<file path="config.mk">
export PLATFORM = sky130hd
export DESIGN_NAME = mem_sweep_ctrl
export DESIGN_NICKNAME = d
export VERILOG_FILES = /design/src/rtl/mem_sweep_ctrl.sv
export SDC_FILE = /design/constraint.sdc
export NUM_CORES = 1
export LEC_CHECK = 0
export ABC_AREA = 1
export BUFFER_PORTS_ARGS = -buffer_cell sky130_fd_sc_hd__buf_4
export CAP_MARGIN = 15
export CORE_ASPECT_RATIO = 1.25
export CORE_MARGIN = 2
export CORE_UTILIZATION = 50
export DETAILED_ROUTE_END_ITERATION = 6
export PLACE_DENSITY = 0.72
export SETUP_SLACK_MARGIN = 0.02
export SLEW_MARGIN = 20
export SYNTH_ARGS = -nofsm -noshare
export SYNTH_HDL_FRONTEND = slang
export SYNTH_SLANG_ARGS = --single-unit
</file>
<file path="constraint.sdc">
create_clock -name clk -period 2.3 [get_ports clk]
set_input_delay 0.345 -clock clk [delete_from_list [all_inputs] [get_ports clk]]
set_output_delay 0.345 -clock clk [all_outputs]
set_load 0.005 [all_outputs]
</file>
<file path="src/rtl/mem_sweep_ctrl.sv">
// Memory sweep controller: optional pattern fill, full read sweep with checksum and
// mismatch counting, and write-back of each word read on a memory that has no write enable.
module mem_sweep_ctrl #(
  parameter int WID_MEM   = 4,
  parameter int DEPTH_MEM = 8192,
  parameter int ADDR_W    = 13
) (
  input  logic                clk,
  input  logic                reset,
  input  logic                start,
  input  logic                do_write,
  input  logic                check_en,
  input  logic [WID_MEM-1:0]  seed,
  output logic [ADDR_W-1:0]   raddr,
  output logic [ADDR_W-1:0]   waddr,
  output logic [WID_MEM-1:0]  din,
  input  logic [WID_MEM-1:0]  mem_dout,
  output logic                busy,
  output logic                done,
  output logic [ADDR_W:0]     err_cnt,
  output logic [ADDR_W-1:0]   first_err_addr,
  output logic [15:0]         checksum
);

  typedef enum logic [1:0] {IDLE, WRITE, READ, DRAIN} state_t;

  localparam logic [ADDR_W-1:0] LAST_ADDR = ADDR_W'(DEPTH_MEM - 1);
  localparam logic [ADDR_W:0]   ERR_MAX   = '1;

  state_t              state_q, state_d;
  logic [ADDR_W-1:0]   addr_q, addr_d;
  logic [ADDR_W-1:0]   prev_addr_q;
  logic                wr_last_q;
  logic                rd_valid_q;
  logic                done_q, done_d;
  logic                check_en_q, check_en_d;
  logic [WID_MEM-1:0]  seed_q, seed_d;
  logic [ADDR_W:0]     err_cnt_q, err_cnt_d;
  logic [ADDR_W-1:0]   first_err_q, first_err_d;
  logic [15:0]         checksum_q, checksum_d;

  function automatic logic [WID_MEM-1:0] pattern(input logic [ADDR_W-1:0] a,
                                                 input logic [WID_MEM-1:0] s);
    return WID_MEM'(a) ^ s;
  endfunction

  always_ff @(posedge clk or posedge reset) begin
    if (reset) begin
      state_q     <= IDLE;
      addr_q      <= '0;
      prev_addr_q <= '0;
      wr_last_q   <= 1'b0;
      rd_valid_q  <= 1'b0;
      done_q      <= 1'b0;
      check_en_q  <= 1'b0;
      seed_q      <= '0;
      err_cnt_q   <= '0;
      first_err_q <= '0;
      checksum_q  <= '0;
    end else begin
      state_q     <= state_d;
      addr_q      <= addr_d;
      prev_addr_q <= addr_q;
      wr_last_q   <= (state_q == WRITE);
      rd_valid_q  <= (state_q == READ);
      done_q      <= done_d;
      check_en_q  <= check_en_d;
      seed_q      <= seed_d;
      err_cnt_q   <= err_cnt_d;
      first_err_q <= first_err_d;
      checksum_q  <= checksum_d;
    end
  end

  always_comb begin
    state_d     = state_q;
    addr_d      = addr_q;
    done_d      = 1'b0;
    check_en_d  = check_en_q;
    seed_d      = seed_q;
    err_cnt_d   = err_cnt_q;
    first_err_d = first_err_q;
    checksum_d  = checksum_q;

    // Read data lags its address by one cycle; prev_addr_q names the word now on mem_dout.
    if (rd_valid_q) begin
      checksum_d = {checksum_q[14:0], checksum_q[15]} ^ 16'(mem_dout);
      if (check_en_q && (mem_dout != pattern(prev_addr_q, seed_q))) begin
        if (err_cnt_q != ERR_MAX) err_cnt_d = err_cnt_q + 1'b1;
        if (err_cnt_q == '0) first_err_d = prev_addr_q;
      end
    end

    case (state_q)
      IDLE: begin
        if (start && !done_q) begin
          state_d     = do_write ? WRITE : READ;
          addr_d      = '0;
          check_en_d  = check_en;
          seed_d      = seed;
          err_cnt_d   = '0;
          first_err_d = '0;
          checksum_d  = '0;
        end
      end
      WRITE: begin
        if (addr_q == LAST_ADDR) begin
          state_d = READ;
          addr_d  = '0;
        end else begin
          addr_d = addr_q + 1'b1;
        end
      end
      READ: begin
        if (addr_q == LAST_ADDR) state_d = DRAIN;
        else addr_d = addr_q + 1'b1;
      end
      DRAIN: begin
        state_d = IDLE;
        done_d  = 1'b1;
      end
      default: state_d = IDLE;
    endcase
  end

  // The cycle after WRITE, mem_dout still holds the pre-fill value of the last word,
  // so the pattern is rewritten instead of the stale read data.
  always_comb begin
    raddr = addr_q;
    if (state_q == WRITE) begin
      waddr = addr_q;
      din   = pattern(addr_q, seed_q);
    end else begin
      waddr = prev_addr_q;
      din   = wr_last_q ? pattern(prev_addr_q, seed_q) : mem_dout;
    end
  end

  assign busy           = (state_q != IDLE);
  assign done           = done_q;
  assign err_cnt        = err_cnt_q;
  assign first_err_addr = first_err_q;
  assign checksum       = checksum_q;

endmodule

</file>
==> key figures <==
Status
  – Status: finished clean

Critical path
  – CP Data Required Time: between 2000 and 3000 ps
  – Critical path class: reg -> reg
  – Worst path max stage delay: around 440 ps
  – Critical Path AT: around 2400 ps
  – CP max-delay cell: dfrtp_2
  – Endpoint class of the critical path: register
  – Sequence of cells on the critical path: ha_1, nand3_1, nor3_2, nand3_2, nand2_2, inv_2, o21ai_2, inv_1, nor2_1
  – Buf/Inv on CP: 2
  – Top delay family on crit path: simple AND/OR/NAND/NOR gates
  – Setup crit start kind: register
  – Max FO, Critical Path: 12

Global route
  – Global-route wire length before repair: about 19000 um
  – Met3 GRT Util: under 10%
  – Total gr overflow: 0
  – GRT Util Overall: roughly a quarter
  – Largest net degree at the start of global routing: a little under 50
  – Met1 Track Usage GR: 31.7%
  – Busiest grt layer: met2
  – GR Layer Usage met2: a little under half
  – Initial antenna violation count: 0
  – Vias in the first global route: 4049

Place
  – Placed cell area: ~5300 um2
  – Post-detail-place hpwl: just under 9000 um
  – IO buf count: 87
  – Gpl congestion: slightly above 0.9
  – Placed insts: about 820

Clock network
  – CTS root buf: clkbuf_8
  – Clock insertion delay at the later pin of the skew report: between 300 and 400 ps
  – H-tree levels: 3
  – Worst-path clk slew: around 90 ps
  – CTS tree: yes
  – Sink Count: between 70 and 80
  – Longest Clk Path Bufs: 2
  – CTS buffer count: 9

Floorplan
  – Rows: 38
  – Die Ht: roughly 110 um
  – IO Count: just under 90
  – Die X: ~89 um
  – Core Region: between 8000 and 9000 um2
  – Initial core utilization: between 50 and 60%
  – DIE AREA: about 10000 um2

STA
  – Worst slew margin: a little over two thirds
  – Period utilisation layout: approximately nine tenths
  – Hold Vio Cnt, Final: 0
  – Fin Setup TNS: 0 ps
  – Worst-Margin Slew: roughly 450 ps
  – RSZ-0062 raised after global routing: false
  – Clock Skew: 12.0 ps
  – Max Clk Rate: 482 MHz
  – Final setup vio count: 0
  – Final Max Tran Viols: 0
  – Fin crit period: around 2100 ps
  – Hold Slack: between 150 and 200 ps

Synth
  – Synth Flop Type: dfrtp_1
  – Sequential fraction of the synthesis area: a little over two fifths
  – Mapped Cells: 621
  – Synth warn: 0
  – Mapped Nets: approximately 640
  – Synth cell types: 36
  – Register bit count reported by yosys: 79
  – Post-synthesis cell area: ~4500 um2
  – Async set-or-reset flop fraction in the synthesized netlist: 100%
  – Post-synth EDFFs: 0
  – Syn avg cell area: between 7 and 8 um2

Drt
  – Post-route DRC: 0
  – Drt first pass iters: 4
  – Vias per inst: 4.95
  – Post-route ant nets: 0
  – Post-Route WL: ~12000 um
  – Total number of vias: 4145
  – DR iter-0 viols: around 270
  – Avg WL per Cell: 14.2 um

Worst hold path
  – Hold Crit Class: in -> reg

Cells and area
  – Commonest cells after routing, fill and taps aside: 155 x nand2_1, 107 x inv_1, 97 x buf_4
  – Post-layout util: roughly 64%
  – Most common cell after layout, fill and taps aside: nand2_1
  – Post-route cell area: between 5000 and 6000 um2
  – Layout area overhead: 23.2%
  – Share of cells above drive strength 1: 22.0%
  – # diodes: 0
  – NumNets Final: around 730
  – Finished Layout Cells: approximately 840

Pwr
  – P_leak: ~3.1 nW
  – Maximum vdd drop: roughly 0.43 mV
  – Power Density: just over 700 nW/um2

Run
  – Max cap viols: 0
synth_stat cells, types with 2 or more instances:
| master | count | area, um2 |
|---|---|---|
| o21ai_2 | 2 | 17.5 |
| buf_6 | 4 | 45.0 |
| o21bai_1 | 6 | 45.0 |
| nor2_1 | 66 | 248 |
| nand2_1 | 155 | 582 |
| nand3b_1 | 2 | 15.0 |
| or2_2 | 2 | 12.5 |
| ha_1 | 7 | 87.6 |
| a21oi_1 | 19 | 95.1 |
| inv_1 | 108 | 405 |
| nand4_1 | 9 | 56.3 |
| xnor2_1 | 5 | 43.8 |
| o21ai_0 | 54 | 270 |
| clkbuf_1 | 9 | 33.8 |
| dfrtp_1 | 79 | 1980 |
| inv_2 | 7 | 26.3 |
| xor2_1 | 3 | 26.3 |
| nor2_2 | 5 | 31.3 |
| buf_4 | 2 | 15.0 |
| nor3_1 | 5 | 25.0 |
| nand2_2 | 14 | 87.6 |
| nand3_1 | 41 | 205 |
| buf_2 | 3 | 15.0 |
| nand2_4 | 2 | 22.5 |
power by group:
part	switching, W	leakage, nW	internal, W
combinational	0.000484	2.10	0.000526
sequential	0.000245	0.902	0.00162
clock	0.000541	0.102	0.000612
total	0.00127	3.10	0.00276
worst register-to-register path: stages, from the launching register on:
cell,delay (ps)
dfrtp_2,440
ha_1,250
nand3_1,190
nor3_2,240
nand3_2,110
nand2_2,230
inv_2,160
o21ai_2,130
inv_1,120
nor2_1,120
state kept, by name (all words and copies together), names as in the netlist:
signal and cells:
first_err_addr 13, seed_q 4, check_en_q 1, raddr 13, wr_last_q 1, rd_valid_q 1, state_q 2, err_cnt 14
prev_addr_q 13, checksum 16, done 1
metal layers:
layer	vias to the layer above	part of all wire, %	wire, um
met5	-	0	0
met4	0	2.1	254
met2	100	52	6170
li1	2093	-	-
met1	1930	42	4940
met3	22	4.5	536
timing repair:
item / in CTS / in global routing
endpoints found under the hold margin: 17 / 0
hold buffers: 1 / 0
resized for setup: 0 / 5
setup endpoints to repair: 0 / 9
setup buffers: 0 / 2
through the flow:
step / worst slack (ps) / power, W
floorplan: 631 / 0.00237
global placement: 293 / 0.00287
detailed placement: 185 / 0.00292
CTS: 20.8 / 0.00408
global route: 29.0 / 0.00431
finish: 225 / 0.00403
cell type report:
cell class / instances / area, um2
repair buffers: 99 / 758
multi-input cells: 406 / 1970
flip-flops and latches: 79 / 1980
clock buffers: 9 / 124
clock inverters: 7 / 96.3
well taps: 120 / 150
fillers: 840 / 3160
inverters: 118 / 458
cells by family after synthesis:
logic type	synth area share (%)
flops	44.0
fa+ha+maj	1.95
buf+inv	12.4
xor+xnor	1.56
simple gates	30.1
compound gates	9.94
path summary, 6_finish.rpt:
path / slack, ps / depth (start not counted) / startpoint / end
setup / recovery: 230 / 9 / raddr[1] / raddr[3]
hold / removal: 200 / 3 / check_en / check_en_q
setup reg to reg: 230 / 9 / raddr[1] / raddr[3]
hold reg to reg: 460 / 0 / raddr[11] / prev_addr_q[11]
max in group asynchronous: 1160 / 4 / reset / rd_valid_q
min in group asynchronous: 540 / 3 / reset / checksum[0]
Power figures use the tool's default switching activity.
